`src/rtl/cell_painter.sv`:
```
// cell_painter: sits between the clear-screen sweep and the VGA adapter write
// port. While the sweep runs it forwards sweep pixels as black writes,
// dropping off-screen coordinates. Once the sweep is done it accepts grid-cell
// paint requests and expands each one into CELL x CELL raster-ordered writes.
module cell_painter #(
    parameter int SCREEN_W = 160,
    parameter int SCREEN_H = 120,
    parameter int CELL     = 4,
    parameter int GRID_W   = 40,
    parameter int GRID_H   = 30,
    parameter int COLOUR_W = 3
) (
    input  logic                clk,
    input  logic                reset,
    input  logic [7:0]          clr_x,
    input  logic [6:0]          clr_y,
    input  logic                clr_wren,
    input  logic                clr_done,
    input  logic                req_valid,
    output logic                req_ready,
    input  logic [5:0]          req_col,
    input  logic [4:0]          req_row,
    input  logic [COLOUR_W-1:0] req_colour,
    output logic                req_err,
    output logic [7:0]          vga_x,
    output logic [6:0]          vga_y,
    output logic [COLOUR_W-1:0] vga_colour,
    output logic                vga_plot,
    output logic                busy
);

    // Offset counters need at least one bit even for a degenerate CELL of 1.
    localparam int LOG2_CELL = $clog2(CELL);
    localparam int DW        = (LOG2_CELL > 0) ? LOG2_CELL : 1;

    localparam logic [DW-1:0] D_LAST     = DW'(CELL - 1);
    localparam logic [7:0]    SCREEN_W_L = 8'(SCREEN_W);
    localparam logic [6:0]    SCREEN_H_L = 7'(SCREEN_H);
    localparam logic [5:0]    GRID_W_L   = 6'(GRID_W);
    localparam logic [4:0]    GRID_H_L   = 5'(GRID_H);

    typedef enum logic [1:0] {
        S_CLEAR,
        S_IDLE,
        S_PAINT
    } state_t;

    state_t                state_reg;
    logic [DW-1:0]         dx_reg;
    logic [DW-1:0]         dy_reg;
    logic [7:0]            base_x_reg;
    logic [6:0]            base_y_reg;
    logic [COLOUR_W-1:0]   colour_reg;

    logic                  clr_on_screen;
    logic                  req_in_grid;
    logic [7:0]            req_base_x;
    logic [6:0]            req_base_y;
    logic [7:0]            paint_x;
    logic [6:0]            paint_y;
    logic                  dx_last;
    logic                  dy_last;

    // Sweep pixels outside the visible area are never written.
    assign clr_on_screen = (clr_x < SCREEN_W_L) && (clr_y < SCREEN_H_L);

    // Requests outside the grid are rejected with an error pulse.
    assign req_in_grid   = (req_col < GRID_W_L) && (req_row < GRID_H_L);

    // Cell origin in pixels; in-range requests never overflow these widths.
    assign req_base_x    = 8'({2'b00, req_col} << LOG2_CELL);
    assign req_base_y    = 7'({2'b00, req_row} << LOG2_CELL);

    // Pixel currently being issued inside the latched cell.
    assign paint_x       = base_x_reg + 8'(dx_reg);
    assign paint_y       = base_y_reg + 7'(dy_reg);
    assign dx_last       = (dx_reg == D_LAST);
    assign dy_last       = (dy_reg == D_LAST);

    // A request can only be taken while idle with the sweep finished; a
    // restarted sweep (clr_done low) blocks acceptance in the same cycle.
    assign req_ready     = (state_reg == S_IDLE) && clr_done;
    assign busy          = (state_reg != S_IDLE);

    // Main sequencer: sweep forwarding, request acceptance and cell raster.
    always_ff @(posedge clk) begin
        if (reset) begin
            state_reg  <= S_CLEAR;
            dx_reg     <= '0;
            dy_reg     <= '0;
            base_x_reg <= '0;
            base_y_reg <= '0;
            colour_reg <= '0;
            vga_x      <= '0;
            vga_y      <= '0;
            vga_colour <= '0;
            vga_plot   <= 1'b0;
            req_err    <= 1'b0;
        end else begin
            // Strobes default low; each state raises what it needs.
            vga_plot <= 1'b0;
            req_err  <= 1'b0;

            case (state_reg)
                S_CLEAR: begin
                    // The pixel sampled on the exit edge is still forwarded.
                    vga_x      <= clr_x;
                    vga_y      <= clr_y;
                    vga_colour <= '0;
                    vga_plot   <= clr_wren && clr_on_screen;
                    if (clr_done) begin
                        state_reg <= S_IDLE;
                    end
                end

                S_IDLE: begin
                    if (!clr_done) begin
                        state_reg <= S_CLEAR;
                    end else if (req_valid) begin
                        if (req_in_grid) begin
                            base_x_reg <= req_base_x;
                            base_y_reg <= req_base_y;
                            colour_reg <= req_colour;
                            dx_reg     <= '0;
                            dy_reg     <= '0;
                            state_reg  <= S_PAINT;
                        end else begin
                            req_err <= 1'b1;
                        end
                    end
                end

                S_PAINT: begin
                    // clr_done is deliberately ignored until the cell is done.
                    vga_x      <= paint_x;
                    vga_y      <= paint_y;
                    vga_colour <= colour_reg;
                    vga_plot   <= 1'b1;
                    if (dx_last) begin
                        dx_reg <= '0;
                        if (dy_last) begin
                            dy_reg    <= '0;
                            state_reg <= S_IDLE;
                        end else begin
                            dy_reg <= dy_reg + 1'b1;
                        end
                    end else begin
                        dx_reg <= dx_reg + 1'b1;
                    end
                end

                default: begin
                    state_reg <= S_CLEAR;
                end
            endcase
        end
    end

endmodule

```
`config.mk`:
```
export PLATFORM = sky130hd
export DESIGN_NAME = cell_painter
export DESIGN_NICKNAME = d
export VERILOG_FILES = /design/src/rtl/cell_painter.sv
export SDC_FILE = /design/constraint.sdc
export NUM_CORES = 1
export LEC_CHECK = 0
export ABC_AREA = 0
export CAP_MARGIN = 0
export CELL_PAD_IN_SITES_DETAIL_PLACEMENT = 0
export CELL_PAD_IN_SITES_GLOBAL_PLACEMENT = 2
export CORE_ASPECT_RATIO = 0.7
export CORE_UTILIZATION = 29
export CTS_BUF_LIST = sky130_fd_sc_hd__clkbuf_8
export DETAILED_ROUTE_END_ITERATION = 10
export GPL_ROUTABILITY_DRIVEN = 0
export GPL_TIMING_DRIVEN = 0
export PLACE_DENSITY_LB_ADDON = 0.25
export SLEW_MARGIN = 10
export SYNTH_ARGS = -nofsm -noshare
export SYNTH_HDL_FRONTEND = slang
export SYNTH_SLANG_ARGS = --single-unit
```
`constraint.sdc`:
```
create_clock -name clk -period 2 [get_ports clk]
set_clock_uncertainty 0.2 [all_clocks]
set_input_delay 0.4 -clock clk [delete_from_list [all_inputs] [get_ports clk]]
set_output_delay 0.4 -clock clk [all_outputs]
set_load 0.005 [all_outputs]
```
==> results of run 1 <==
## worst min path at each step
stage / endpoint / slack (ns) / depth (start not counted)
2_1_floorplan: base_y_reg[2]$_SDFFE_PP0P_ / 0.24 / 2
3_3_place_gp: vga_colour[2]$_SDFFE_PP0N_ / 0.24 / 2
3_5_place_dp: vga_colour[2]$_SDFFE_PP0N_ / 0.25 / 2
4_1_cts: vga_colour[2]$_SDFFE_PP0N_ / 0.26 / 2
5_1_grt: vga_colour[2]$_SDFFE_PP0N_ / 0.28 / 2
6_report: vga_colour[2]$_SDFFE_PP0N_ / 0.25 / 2
## power by group through the flow
stage               Clock, uW  Combinational [uW]  Sequential, uW
finish                    733                 261             839
global route              785                 283             843
CTS                       750                 264             840
detailed placement          0                 259             860
global placement            0                 260             860
floorplan                   0                 113             859
## synthesized netlist by cell type
cell and number:
a211oi_2 1, a21oi_1 5, a311oi_1 1, a31oi_1 1, a32oi_1 1, and3_1 1, and4_1 1, buf_2 6
buf_4 1, buf_6 1, buf_8 1, clkbuf_1 4, dfxtp_1 40, ha_1 2, inv_1 1, mux2_2 15
mux2i_1 30, nand2_1 6, nand2b_1 29, nand3b_1 5, nand4_1 1, nand4b_4 1, nor2_1 16, nor2b_1 1
nor3_1 3, nor3_2 1, o21a_1 1, o21ai_0 1, o21ba_1 1, o311ai_0 1, o31ai_1 1, or3_1 2
## cells by family after synthesis
logic type,share of synthesized area
simple gates,0.209
compound gates,0.0536
fa+ha+maj,0.0134
mux,0.251
flops,0.429
buf+inv,0.0442
## critical path, delay by kind of cell
| family | cells | cell delay (ns) |
|---|---|---|
| buf+inv | 3 | 0.98 |
| mux | 1 | 0.19 |
| simple gates | 2 | 0.32 |
## layer usage
metal	wire, um	share of wire	up-vias
met5	0	0	-
met1	2430	0.52	686
met3	200	0.043	5
met2	1990	0.43	33
met4	44	0.0094	0
li1	-	-	759
## area by class of cell
cell class / instances / area, um2 / area share
multi-input cells: 128 / 985 / 0.368
flip-flops and latches: 40 / 806 / 0.301
repair buffers: 58 / 567 / 0.212
well taps: 78 / 97.6 / 0.0365
clock buffers: 7 / 96.3 / 0.0360
plain buffers: 12 / 87.6 / 0.0328
clock inverters: 1 / 30.0 / 0.0112
inverters: 1 / 3.75 / 0.00140
## metrics by stage
| step | total power (uW) | utilization |
|---|---|---|
| after floorplan | 972 | - |
| after global placement | 1120 | 0.403 |
| after detailed placement | 1120 | 0.403 |
| after CTS | 1850 | 0.430 |
| after global routing | 1910 | 0.430 |
| final | 1830 | 0.430 |
## timing repair
action                                  CTS  global route
endpoints found under the setup margin    2             0
gates resized for setup                  11             0
endpoints found under the hold margin     0             0
buffers inserted                          4             0
==> results.toml, run 1 <==
[detailed_routing]
wirelength_um = 4660
dr_vias = 1483
detail_route.vias_per_cell = 4.56
detail_route.iter0.violations = 36
detail_route.first_pass.iterations = 7
detail_route.drc_violations = 2
ant_nets = 0
drt-wirelength-per-cell_um = 14.3

[power_and_ir_drop]
power.clock.fraction = 0.400
power.switching_uw = 404
pwr-share-comb = 0.142
power_switching_share = 0.220
cellPowerDensity_mw_per_mm2 = 686
seqPwrFrac = 0.458
power_leakage_uw = 0.000997
vdd_ir_drop_max_uv = 334
power.internal_uw = 1430

[clock_tree]
clk_root_buffer_cell = "clkbuf_8"
cts.htree.levels = 2
insertion_delay_ns = 0.29
cts_tree = "done"
cts.sink_count = 40
cts_hold_buffers = 0
clock_tree.buffer_depth = 2
clk_transition_reported_paths_ns = 0.08
cts-buffers-inserted = 5

[global_routing]
grt_max_degree = 17
grt.met1_usage = 0.206
grt_pass1_wl_um = 7620
gr_util_met2 = 0.221
globalRouteMet3Util = 0.0375
grt.overflow.total = 0
grt_busiest_layer = "met2"
first_global_vias = 1491
grt_antenna_before_repair = 0
grt_usage = 0.147

[synthesis]
synthesis.nets = 218
top_post_synthesis_cells_by_area = "dfxtp_1 (43%), mux2i_1 (16%), nand2b_1 (9.7%)"
syn-instance-count = 182
netlist-cell-type-count = 32
ys.warnings.count = 0
synth.cell_area_mm2 = 0.00187
seq_area_frac_synth = 0.429
ys_ff_latch = 40
yosys.area.top_type = "dfxtp_1"
synth_top_cell_area_share = 0.429
synthesis.area_per_instance_um2 = 10.3

[worst_setup_path]
criticalPathCategory = "in -> reg"
worst_path_largest_cell_delay_ns = 0.56
r2r_end = "base_x_reg[6]$_SDFFE_PP0P_"
crit_chain = "clkdlybuf4s50_1 -> nand4b_4 -> nor3_2 -> buf_4 -> buf_8 -> mux2i_1"
cell_with_the_largest_stage_delay_on_the_worst_path = "clkdlybuf4s50_1"
regToRegStartpoint = "state_reg[1]$_SDFFE_PP0P_"
critPathMaxFanout = 10
reg2reg_depth = 6
crit_required_ns = 2.02
launching_instance_or_port_of_the_critical_path = "req_valid"
crit_path_end_kind = "register"
r2r_slack_ns = 0.26
worst_setup_path_endpoint = "base_x_reg[6]$_SDFFE_PP0P_"
crit_arrival_ns = 1.90
startpoint_type = "input pin"

[cells_and_area]
most_frequent_cells_in_the_layout = "clkdlybuf4s50_1 (51), dfxtp_1 (38), mux2i_1 (30)"
fin_nets = 282
mostFrequentLayoutCell = "clkdlybuf4s50_1"
antenna-diode-count = 0
num-fill-cells = 629
layout-drive-gt1-share = 0.166
largest_register_ff_count = 8
area_growth_pct = 43.1
final_cell_count_no_fill = 325
fin_area_mm2 = 0.00267

[sta]
timing.setup.tns_ns = 0
timing_hold_violations_final = 0
maxSlewHeadroom = 0.637
timing_worst_slew_pin_value_ns = 0.545
timing.fmax_mhz = 534
tcrit_tclk_final = 0.937
setup_violations = 0
slew_viols_final = 0
rsz0062_at_grt = "false"
worst_hold_slack_ns = 0.254
layout_setup_ws_ns = 0.126
finalWorstPathRequiredPeriod_ns = 1.87

[place]
worst_slack_at_placement_ns = -0.204
dpl_cell_area_mm2 = 0.00251
dp_hpwl_um = 3340
dp.cells = 314
number_of_port_buffers = 54

[worst_hold_path]
worstHoldStart = "vga_colour[2]$_SDFFE_PP0N_"
classification_of_the_worst_slack_hold_path = "reg -> reg"

[floorplanning]
placementRows = 24
floorplan.die_area_mm2 = 0.00677
fp.dieW_um = 97.9
core_area_mm2 = 0.00622
design.portCount = 56
start_util = 0.301
dieHeight_um = 69.2

[flow_run]
cap_viol_max_count = 0

[status]
violations_in_the_final_reports = "design-rule violations"
outcome = "finished with violations"
Power figures use the tool's default switching activity.
==> run 2, diff against run 1 <==
CTS_CLUSTER_DIAMETER = 200   (was default)
==> results of run 2 <==
The final DEF is identical to that of run 1; final timing and power are the same.
